**src/rtl/pseudo_spi_scan_rcv.sv**
```systemverilog
// pseudo_spi_scan_rcv: rebuilds the scan-chain word from a two-phase pseudo-SPI strobe stream.
// Define PSEUDO_SPI_RCV_SYNC_EN to pass the inputs through 2-flop synchronizers (3-cycle event latency).
module pseudo_spi_scan_rcv #(
  parameter int CHAIN_LEN = 64,
  parameter int CNT_WIDTH = 8
) (
  input  logic                 CLK,
  input  logic                 RST,
  input  logic                 SCLK1,
  input  logic                 SCLK2,
  input  logic                 LAT,
  input  logic                 SI,
  input  logic                 CLR,
  output logic                 SO,
  output logic [CHAIN_LEN-1:0] PO,
  output logic                 LAT_VLD,
  output logic [CNT_WIDTH-1:0] BIT_CNT,
  output logic                 LEN_ERR,
  output logic                 PH_ERR
);
  typedef enum logic {S_IDLE, S_MASTER} state_t;
  state_t state, state_nxt;
  logic [3:0] cur;
  logic [2:0] prev;
  logic master;
  logic [CHAIN_LEN-1:0] chain;
  logic r1, r2, rl, ld_m, shift, ph_set;
  // cur packs {SCLK1, SCLK2, LAT, SI} so SI stays aligned with the strobes
`ifdef PSEUDO_SPI_RCV_SYNC_EN
  logic [3:0] sync1, sync2;
  always_ff @(posedge CLK or posedge RST)
    if (RST) begin
      sync1 <= '0;
      sync2 <= '0;
      cur   <= '0;
      prev  <= '0;
    end else begin
      sync1 <= {SCLK1, SCLK2, LAT, SI};
      sync2 <= sync1;
      cur   <= sync2;
      prev  <= cur[3:1];
    end
`else
  always_ff @(posedge CLK or posedge RST)
    if (RST) begin
      cur  <= '0;
      prev <= '0;
    end else begin
      cur  <= {SCLK1, SCLK2, LAT, SI};
      prev <= cur[3:1];
    end
`endif
  always_comb begin
    r1        = cur[3] & ~prev[2];
    r2        = cur[2] & ~prev[1];
    rl        = cur[1] & ~prev[0];
    ld_m      = ~rl & r1 & ~r2;
    shift     = ~rl & r2 & ~r1 & (state == S_MASTER);
    ph_set    = ~rl & ((r1 & r2) | (r2 & (state == S_IDLE)) | (r1 & (state == S_MASTER)));
    state_nxt = rl ? S_IDLE : ld_m ? S_MASTER : shift ? S_IDLE : state;
  end
  always_ff @(posedge CLK or posedge RST)
    if (RST) state <= S_IDLE;
    else state <= state_nxt;
  always_ff @(posedge CLK or posedge RST)
    if (RST) begin
      master  <= 1'b0;
      chain   <= '0;
      PO      <= '0;
      LAT_VLD <= 1'b0;
      BIT_CNT <= '0;
      LEN_ERR <= 1'b0;
      PH_ERR  <= 1'b0;
    end else begin
      LAT_VLD <= rl;
      if (ld_m) master <= cur[0];
      if (shift) chain <= {master, chain[CHAIN_LEN-1:1]};
      if (rl) PO <= chain;
      BIT_CNT <= (CLR || rl) ? '0 : (shift && !(&BIT_CNT)) ? BIT_CNT + 1'b1 : BIT_CNT;
      LEN_ERR <= CLR ? 1'b0 : LEN_ERR | (rl & (BIT_CNT != CNT_WIDTH'(CHAIN_LEN)));
      PH_ERR  <= CLR ? 1'b0 : PH_ERR | ph_set;
    end
  assign SO = chain[0];
endmodule

```
**config.mk**
```make
export PLATFORM = sky130hd
export DESIGN_NAME = pseudo_spi_scan_rcv
export DESIGN_NICKNAME = d
export VERILOG_FILES = /design/src/rtl/pseudo_spi_scan_rcv.sv
export SDC_FILE = /design/constraint.sdc
export NUM_CORES = 1
export LEC_CHECK = 0
export CAP_MARGIN = 20
export CORE_MARGIN = 2
export CORE_UTILIZATION = 45
export CTS_CLUSTER_DIAMETER = 120
export DETAILED_ROUTE_END_ITERATION = 6
export HOLD_SLACK_MARGIN = 0.1
export PLACE_DENSITY = 0.75
export SLEW_MARGIN = 10
export SYNTH_ARGS = -nofsm -noshare
export SYNTH_HDL_FRONTEND = slang
export SYNTH_SLANG_ARGS = --single-unit
export TNS_END_PERCENT = 30
```
**constraint.sdc**
```tcl
create_clock -name CLK -period 15.05 [get_ports CLK]
set_input_delay 3.01 -clock CLK [delete_from_list [all_inputs] [get_ports CLK]]
set_output_delay 3.01 -clock CLK [all_outputs]
set_load 0.05 [all_outputs]
```
## After elaboration in Yosys (flattened, before gate mapping)

Cells that the tools add are included.

- Logic and storage cells: 49
- Register bits after elaboration: 148

- Reduce and logical (&&, ||, !) cells: 6
- Equal/unequal tests: 1
- $add $sub $neg: 1
- Multiplexer cells: 7
- Bitwise gates (word level): 24

Operators with widths:

| operator | count |
|---|---|
| 8-bit 2-to-1 mux | 2 |
| 1-bit bitwise AND | 13 |
| 8-bit by 1-bit adder with 8-bit output (second input constant) | 1 |
| 8-bit by 7-bit != test with 1-bit output (second input constant) | 1 |
| 8-bit AND reduction | 1 |
| 1-bit NOT | 7 |
| 1-bit 2-to-1 mux | 5 |
| 1-bit OR | 4 |
| 3-bit nonzero test | 1 |
| 2-bit nonzero test | 1 |
| 1-bit logical AND | 1 |
| 1-bit zero test | 1 |
| 1-bit logical OR | 1 |

## Logic depth before layout (Yosys ltp)

Gate-level depths: netlist of run 1.

- Word-level depth: 9
- Depth in mapped cells: 8
- Gate-level depth less buffers: 6

## Worst setup path after synthesis of run 1

Ideal clock, no wire load.

- Kind: reg2out
- From: register BIT_CNT[3]
- To: output BIT_CNT[3]
- Arrival: 691 ps
- Buffers on the path: 0
- Slack: 11349 ps
- Stages on the path, launching flop included: 1
- Cell sequence: dfrtp_1

RTL lines:

| element | RTL line | text |
|---|---|---|
| start: declaration | 17 | `output logic [CNT_WIDTH-1:0] BIT_CNT,` |
| start signal: assignment | 79 | `BIT_CNT <= (CLR \|\| rl) ? '0 : (shift && !(&BIT_CNT)) ? BIT_CNT + 1'b1 : BIT_CNT;` |

No word-level cell between the ends.

## Worst setup path in the final report of run 1

- From: register BIT_CNT[3]
- To: output BIT_CNT[3]

No word-level cell between the ends.

==> impl_metrics.prom, run 1 <==
# TYPE chip_impl_metric gauge
chip_impl_metric{name="die_x",unit="um"} 116
chip_impl_metric{name="final.fill_count",unit=""} 1011
chip_impl_info{name="timing_worst_setup_path_type",value="reg -> out"} 1
chip_impl_info{name="crit-reg2reg-launch",value="cur[1]$_DFF_PP0_"} 1
chip_impl_metric{name="detailedRoute.firstPassIterationCount",unit=""} 5
chip_impl_metric{name="holdBufCountCts",unit=""} 0
chip_impl_metric{name="clockPowerShare",unit="%"} 49.9
chip_impl_metric{name="worst_slew_pin_slew",unit="ns"} 0.764
chip_impl_metric{name="clock_tree.htree_level_count",unit=""} 4
chip_impl_info{name="timing.critical_path.max_delay_family",value="buffers and inverters"} 1
chip_impl_metric{name="fin_skew",unit="ns"} 0.00578
chip_impl_metric{name="cts.sink_count",unit=""} 148
chip_impl_metric{name="syn_nets",unit=""} 635
chip_impl_metric{name="ir_drop",unit="uV"} 70.8
chip_impl_info{name="synthDominantAreaCellType",value="dfrtp_1"} 1
chip_impl_info{name="dominantRegCellSynth",value="dfrtp_1"} 1
chip_impl_metric{name="place.detailed.hpwl",unit="um"} 7030
chip_impl_metric{name="syn_to_final_growth",unit="%"} 28.3
chip_impl_metric{name="antenna-diode-count",unit=""} 0
chip_impl_metric{name="p_sw",unit="uW"} 204
chip_impl_metric{name="numCtsBuffers",unit=""} 17
chip_impl_metric{name="synth_sequential_area_ratio",unit="%"} 65.5
chip_impl_metric{name="setup-tns-final",unit="ns"} 0
chip_impl_metric{name="grt_max_degree",unit=""} 89
chip_impl_metric{name="drive_gt1_share",unit="%"} 5.73
chip_impl_metric{name="synth_top_cell_area_share",unit="%"} 65.5
chip_impl_metric{name="layout_worst_path_cycle_share",unit="%"} 31.9
chip_impl_metric{name="final-hold-violation-count",unit=""} 0
chip_impl_info{name="critical_path.reg2reg.endpoint",value="BIT_CNT[5]$_DFFE_PP0P_"} 1
chip_impl_metric{name="post_drt_via_cell_ratio",unit=""} 4.86
chip_impl_info{name="critical_path.cell_chain",value="clkdlybuf4s50_1"} 1
chip_impl_metric{name="critPathMaxStageDelay",unit="ns"} 0.89
chip_impl_metric{name="final-instance-count-excl-fill",unit=""} 883
chip_impl_metric{name="post-cts-setup-buffers",unit=""} 0
chip_impl_metric{name="design.final.nets",unit=""} 711
chip_impl_metric{name="power.share.switching",unit="%"} 22.2
chip_impl_metric{name="clock_path_buffers",unit=""} 2
chip_impl_metric{name="postSynthAreaPerCell",unit="um2"} 9.04
chip_impl_metric{name="drc",unit=""} 0
chip_impl_info{name="layout.cells.most_common_list",value="390 x nand2_1, 148 x dfrtp_1, 82 x clkdlybuf4s50_1, 17 x clkbuf_16, 8 x a21oi_1"} 1
chip_impl_info{name="layout.cells.most_common",value="nand2_1"} 1
chip_impl_metric{name="gpl_congestion",unit=""} 0.747
chip_impl_metric{name="via_count_of_the_first_global_routing_pass",unit=""} 4278
chip_impl_metric{name="globalRouteOverflowTotal",unit=""} 0
chip_impl_metric{name="critPathArrivalTime",unit="ns"} 1.79
chip_impl_metric{name="worst-endpoint-required",unit="ns"} 12.04
chip_impl_metric{name="yosys_warnings",unit=""} 0
chip_impl_metric{name="met2_length",unit="um"} 5500
chip_impl_info{name="hold_path_class",value="reg -> reg"} 1
chip_impl_metric{name="relative_slew_slack",unit="%"} 48.8
chip_impl_metric{name="wl_per_cell",unit="um"} 13.0
chip_impl_metric{name="synth-edff-count",unit=""} 0
chip_impl_metric{name="cp_max_fo",unit=""} 9
chip_impl_metric{name="rrSetupSlack",unit="ns"} 12.29
chip_impl_metric{name="max_cap_viol_count",unit=""} 0
chip_impl_info{name="critical-path-slowest-cell",value="clkdlybuf4s50_1"} 1
chip_impl_info{name="unrepaired_setup_endpoints_after_global_routing",value="false"} 1
chip_impl_info{name="netlist_top_cells_area",value="dfrtp_1 65%, nand2_1 26%, clkbuf_1 1.5%"} 1
chip_impl_info{name="start_kind",value="flip-flop"} 1
chip_impl_metric{name="num_vias",unit=""} 4293
chip_impl_info{name="hold_end",value="prev[1]$_DFF_PP0_"} 1
chip_impl_metric{name="floorplan.die_area",unit="um2"} 13500
chip_impl_metric{name="port_buffers",unit=""} 82
chip_impl_metric{name="worst-path-buf-inv",unit=""} 1
chip_impl_metric{name="postSynth.asyncResetShare",unit="%"} 100
chip_impl_metric{name="met3WireLength",unit="um"} 540
chip_impl_metric{name="clk_transition_reported_paths",unit="ns"} 0.06
chip_impl_metric{name="p_int",unit="uW"} 712
chip_impl_metric{name="grt_antenna_before_repair",unit=""} 0
chip_impl_metric{name="floorplan.die.height",unit="um"} 116
chip_impl_metric{name="comb_power_share",unit="%"} 5.1
chip_impl_info{name="timing.hold.worst.start",value="cur[2]$_DFF_PP0_"} 1
chip_impl_metric{name="whs_path_depth",unit=""} 0
chip_impl_metric{name="final-setup-viol-count",unit=""} 0
chip_impl_metric{name="worstRegToRegCells",unit=""} 6
chip_impl_metric{name="report.final.slew_viol_count",unit=""} 0
chip_impl_metric{name="power_frac_seq",unit="%"} 45.0
chip_impl_metric{name="p_leak",unit="uW"} 0.00383
chip_impl_metric{name="initial_utilization",unit="%"} 46.5
chip_impl_metric{name="postRouteAntennaNets",unit=""} 0
chip_impl_metric{name="cts_resized",unit=""} 0
chip_impl_metric{name="dpl.cell_count",unit=""} 851
chip_impl_metric{name="drt_iter0_drc",unit=""} 330
chip_impl_metric{name="ys_seq_elements",unit=""} 148
chip_impl_metric{name="finalCriticalPeriod",unit="ns"} 4.80
chip_impl_metric{name="route.final.wire_length",unit="um"} 11500
chip_impl_metric{name="grt_first_pass_wirelength",unit="um"} 19700
chip_impl_metric{name="fmax",unit="MHz"} 208
chip_impl_metric{name="total_power_divided_by_cell_area",unit="nW/um2"} 126
chip_impl_metric{name="grtUsageTotal",unit="%"} 18.7
chip_impl_metric{name="netlist-cell-type-count",unit=""} 33
chip_impl_metric{name="clk_latency_worst_skew_pair",unit="ns"} 0.42
chip_impl_metric{name="wl_met1",unit="um"} 5260
chip_impl_metric{name="floorplan.io_pins",unit=""} 83
chip_impl_info{name="tritoncts_clock_tree",value="built"} 1
chip_impl_info{name="root_buffer",value="clkbuf_16"} 1
chip_impl_info{name="critPathCaptureType",value="output port"} 1
chip_impl_metric{name="core_area",unit="um2"} 12200
chip_impl_info{name="top_layer_used",value="met4"} 1
chip_impl_metric{name="synth_cells",unit=""} 626
chip_impl_info{name="status",value="complete, no violations"} 1
chip_impl_metric{name="floorplan.rows",unit=""} 40
chip_impl_metric{name="synth.cell_area",unit="um2"} 5660
[synthesized netlist by cell type, types with 2 or more instances]
master      n
o21ai_0     5
nand2_1   390
a21oi_1     8
buf_2       3
inv_1       4
nand3_1     6
nor2_1      7
or4_1       3
nand2b_1    2
clkbuf_1   22
buf_1       3
ha_1        2
nor4b_1     2
and4_1      2
o41ai_1     2
dfrtp_1   148
[state kept, by name, summed over array words and instances (netlist names), 3 cells and up]
name / flops
BIT_CNT: 8
PO: 64
chain: 64
cur: 4
prev: 3
[kinds of logic (layout without fill, tap and decap cells)]
group	after synthesis	after routing	synth area share [%]
simple gates	422	422	29.4
fa+ha+maj	2	2	0.442
mux	2	2	0.376
flops	148	148	65.5
compound gates	18	18	1.86
buf+inv	34	123	2.45
[through the flow]
stage          cell area (um2)  hold WS [ns]  power [uW]  worst slack, ns  util [%]
2_1_floorplan             5660         0.355         450             8.06         -
3_3_place_gp              6610         0.365         464            10.22      54.3
3_5_place_dp              6610         0.364         466            10.15      54.3
4_1_cts                   7250         0.379         925            10.23      59.6
5_1_grt                   7260         0.395         949            10.18      59.7
6_report                  7260         0.376         916            10.25      59.7
[final cells by class]
type	instances	area, um2	share of cell area, %
Multi-Input combinational cell	444	1830	25.2
Tap cell	168	210	2.90
Clock buffer	19	433	5.96
Clock inverter	13	208	2.86
Sequential cell	148	3700	51.0
Timing Repair Buffer	86	851	11.7
Inverter	5	23.8	0.328
[worst max-delay path by stage]
stage	startpoint	endpoint	cells after the start
3_3_place_gp	RST	PO[51]$_DFFE_PP0N_	3
6_report	BIT_CNT[3]$_DFFE_PP0P_	BIT_CNT[3]	1
5_1_grt	BIT_CNT[4]$_DFFE_PP0P_	BIT_CNT[4]	1
3_5_place_dp	RST	PO[52]$_DFFE_PP0N_	3
2_1_floorplan	RST	BIT_CNT[0]$_DFFE_PP0P_	1
4_1_cts	BIT_CNT[3]$_DFFE_PP0P_	BIT_CNT[3]	1
[power groups by stage]
stage / registers (uW) / logic [uW] / clock network, uW
4_1_cts: 412 / 47.2 / 465
2_1_floorplan: 429 / 20.9 / 0
6_report: 412 / 46.3 / 457
3_3_place_gp: 419 / 45.6 / 0
3_5_place_dp: 419 / 46.8 / 0
5_1_grt: 413 / 51.7 / 485
[per-layer routing]
metal  GRT usage (%)  up-vias
li1                -     2082
met1            24.1     2095
met2            29.9      104
met3            6.07       12
met4            6.83        0
met5               0        -
(Power assumes the default switching activity.)
==> run 2: changes to the inputs <==
--- a/config.mk
+++ b/config.mk
@@ -11,7 +11,7 @@
 export CTS_CLUSTER_DIAMETER = 120
 export DETAILED_ROUTE_END_ITERATION = 6
 export HOLD_SLACK_MARGIN = 0.1
-export PLACE_DENSITY = 0.75
+export PLACE_DENSITY = 0.78
 export SLEW_MARGIN = 10
 export SYNTH_ARGS = -nofsm -noshare
 export SYNTH_HDL_FRONTEND = slang
==> constraint.sdc (replaced) <==
create_clock -name CLK -period 4.28 [get_ports CLK]
set_input_delay 0.856 -clock CLK [delete_from_list [all_inputs] [get_ports CLK]]
set_output_delay 0.856 -clock CLK [all_outputs]
set_load 0.05 [all_outputs]
==> run 2 against run 1 <==
Global-route usage shrank 0.18 points. Sequential share of layout area rose by 0.35 points. Combinational power rose to 3.5 times the previous value. Setup slack got worse by 8.6 ns. Total power grew to 3.3 times the previous value. Register-to-register slack worse by 10 ns. Cell count decreased by 0.11%. Critical path type unchanged.
==> impl_metrics.prom, run 2 (same netlist as run 1, synthesis figures left out) <==
# TYPE chip_impl_metric gauge
chip_impl_info{name="status",value="complete, no violations"} 1
chip_impl_metric{name="critPathArrivalTime",unit="ns"} 1.81
chip_impl_metric{name="numCtsBuffers",unit=""} 17
chip_impl_metric{name="floorplan.rows",unit=""} 40
chip_impl_metric{name="cp_max_fo",unit=""} 9
chip_impl_metric{name="p_leak",unit="uW"} 0.00379
chip_impl_metric{name="gpl_congestion",unit=""} 0.755
chip_impl_metric{name="route.final.wire_length",unit="um"} 11400
chip_impl_metric{name="whs",unit="ns"} 0.387
chip_impl_metric{name="place.detailed.hpwl",unit="um"} 6920
chip_impl_metric{name="clockPowerShare",unit="%"} 47.1
chip_impl_info{name="critPathCaptureType",value="output port"} 1
chip_impl_metric{name="final.fill_count",unit=""} 1032
chip_impl_metric{name="comb_power_share",unit="%"} 5.4
chip_impl_metric{name="worst-endpoint-required",unit="ns"} 3.42
chip_impl_metric{name="postRouteAntennaNets",unit=""} 0
chip_impl_metric{name="num_vias",unit=""} 4227
chip_impl_info{name="start_kind",value="flip-flop"} 1
chip_impl_metric{name="setup-tns-final",unit="ns"} 0
chip_impl_metric{name="floorplan.die.height",unit="um"} 116
chip_impl_metric{name="holdBufCountCts",unit=""} 0
chip_impl_info{name="layout.cells.most_common",value="nand2_1"} 1
chip_impl_metric{name="initial_utilization",unit="%"} 46.5
chip_impl_metric{name="grtUsageTotal",unit="%"} 18.5
chip_impl_info{name="critical-path-slowest-cell",value="clkdlybuf4s50_1"} 1
chip_impl_metric{name="syn_to_final_growth",unit="%"} 27.4
chip_impl_metric{name="p_sw",unit="uW"} 694
chip_impl_info{name="timing.critical_path.max_delay_family",value="buffers and inverters"} 1
chip_impl_metric{name="globalRouteOverflowTotal",unit=""} 0
chip_impl_metric{name="finalPower",unit="uW"} 3050
chip_impl_metric{name="drive_gt1_share",unit="%"} 5.88
chip_impl_info{name="biggest_registers_after_layout",value="PO: 64 flops, chain: 64 flops, BIT_CNT: 8 flops"} 1
chip_impl_metric{name="max_cap_viol_count",unit=""} 0
chip_impl_metric{name="final_instance_area",unit="um2"} 7210
chip_impl_metric{name="fmax",unit="MHz"} 375
chip_impl_info{name="hold_path_class",value="reg -> reg"} 1
chip_impl_metric{name="floorplan.die_area",unit="um2"} 13500
chip_impl_metric{name="layout_worst_path_cycle_share",unit="%"} 62.4
chip_impl_info{name="layout.cells.most_common_list",value="390 x nand2_1, 148 x dfrtp_1, 82 x clkdlybuf4s50_1, 17 x clkbuf_16, 8 x a21oi_1"} 1
chip_impl_metric{name="core_area",unit="um2"} 12200
chip_impl_metric{name="drt_iter0_drc",unit=""} 354
chip_impl_metric{name="design.final.nets",unit=""} 712
chip_impl_metric{name="antenna-diode-count",unit=""} 0
chip_impl_metric{name="final-setup-viol-count",unit=""} 0
chip_impl_metric{name="worst-path-buf-inv",unit=""} 1
chip_impl_metric{name="floorplan.io_pins",unit=""} 83
chip_impl_info{name="root_buffer",value="clkbuf_16"} 1
chip_impl_metric{name="clk_latency_worst_skew_pair",unit="ns"} 0.42
chip_impl_metric{name="drc",unit=""} 0
chip_impl_metric{name="fin_skew",unit="ns"} 0.00512
chip_impl_metric{name="critPathMaxStageDelay",unit="ns"} 0.87
chip_impl_metric{name="cts_resized",unit=""} 0
chip_impl_metric{name="ir_drop",unit="uV"} 199
chip_impl_metric{name="finalCriticalPeriod",unit="ns"} 2.67
chip_impl_metric{name="seqCellArea",unit="um2"} 3700
chip_impl_metric{name="port_buffers",unit=""} 82
chip_impl_metric{name="detailedRoute.firstPassIterationCount",unit=""} 6
chip_impl_metric{name="total_power_divided_by_cell_area",unit="nW/um2"} 423
chip_impl_metric{name="post-cts-setup-buffers",unit=""} 0
chip_impl_metric{name="wl_per_cell",unit="um"} 12.9
chip_impl_metric{name="final-hold-violation-count",unit=""} 0
chip_impl_metric{name="die_x",unit="um"} 116
chip_impl_metric{name="placed_area",unit="um2"} 6630
chip_impl_metric{name="via_count_of_the_first_global_routing_pass",unit=""} 4164
chip_impl_metric{name="post_drt_via_cell_ratio",unit=""} 4.79
chip_impl_info{name="timing_worst_setup_path_type",value="reg -> out"} 1
chip_impl_metric{name="post-route-util",unit="%"} 59.3
chip_impl_metric{name="multi_input_area",unit="um2"} 1820
chip_impl_info{name="critical_path.cell_chain",value="clkdlybuf4s50_1"} 1
chip_impl_metric{name="cts.sink_count",unit=""} 148
chip_impl_metric{name="report.final.slew_viol_count",unit=""} 0
chip_impl_metric{name="grt_antenna_before_repair",unit=""} 0
chip_impl_metric{name="power_frac_seq",unit="%"} 47.5
chip_impl_metric{name="worst_slew_pin_slew",unit="ns"} 0.803
chip_impl_metric{name="grt_max_degree",unit=""} 77
chip_impl_metric{name="relative_slew_slack",unit="%"} 46.3
chip_impl_metric{name="clk_transition_reported_paths",unit="ns"} 0.06
chip_impl_metric{name="grt_first_pass_wirelength",unit="um"} 19400
chip_impl_info{name="unrepaired_setup_endpoints_after_global_routing",value="false"} 1
chip_impl_metric{name="clock_path_buffers",unit=""} 2
chip_impl_metric{name="p_int",unit="uW"} 2360
chip_impl_metric{name="power.share.switching",unit="%"} 22.8
chip_impl_metric{name="clock_tree.htree_level_count",unit=""} 4
chip_impl_info{name="tritoncts_clock_tree",value="built"} 1
run 2: changes by cell type in the layout (fill, tap and decap cells not counted):
cell	previous run	this run
clkbuf_8	0	6
clkinvlp_4	1	6
bufinv_16	5	1
clkinv_4	4	0
clkbuf_1	2	0
clkinv_2	3	1
buf_12	0	1
inv_6	1	0
nor4b_2	0	1
nor4b_4	1	0
run 2: power groups by stage:
stage	clock network, uW	logic, uW	registers (uW)
floorplan	0	73.7	1510
finish	1440	164	1450
detailed placement	0	168	1470
CTS	1460	168	1450
global route	1520	182	1450
global placement	0	162	1470
run 2: routing by layer:
layer  wire length (um)  GRT usage [%]  share of wire, %
met5                  0              0                 0
met3                461           4.67               4.0
met4                284           9.76               2.5
met2               5380           29.7                47
met1               5280           23.4                46
run 2: path summary, 6_finish.rpt:
path / start / endpoint / slack, ns / cells past startpoint
min reg2reg: cur[2]$_DFF_PP0_ / prev[1]$_DFF_PP0_ / 0.39 / 0
min: cur[2]$_DFF_PP0_ / prev[1]$_DFF_PP0_ / 0.39 / 0
min in group asynchronous: RST / PO[37]$_DFFE_PP0N_ / 0.93 / 2
max reg2reg: cur[3]$_DFF_PP0_ / BIT_CNT[6]$_DFFE_PP0P_ / 1.93 / 4
max: BIT_CNT[3]$_DFFE_PP0P_ / BIT_CNT[3] / 1.61 / 1
max in group asynchronous: RST / chain[4]$_DFFE_PP0P_ / 2.44 / 3
run 2: layout make-up:
| class | instances | area share [%] |
|---|---|---|
| timing repair buffer | 87 | 12.1 |
| multi-input combinational | 444 | 25.3 |
| clock buffer | 23 | 7.05 |
| tap | 168 | 2.92 |
| sequential | 148 | 51.4 |
| clock inverter | 7 | 1.01 |
| inverter | 5 | 0.312 |
run 2: metrics by stage:
step / worst slack [ns] / std cells
3_5_place_dp: 1.92 / 852
3_3_place_gp: 1.99 / 852
2_1_floorplan: 1.56 / 626
5_1_grt: 1.58 / 882
4_1_cts: 1.61 / 882
6_report: 1.61 / 882
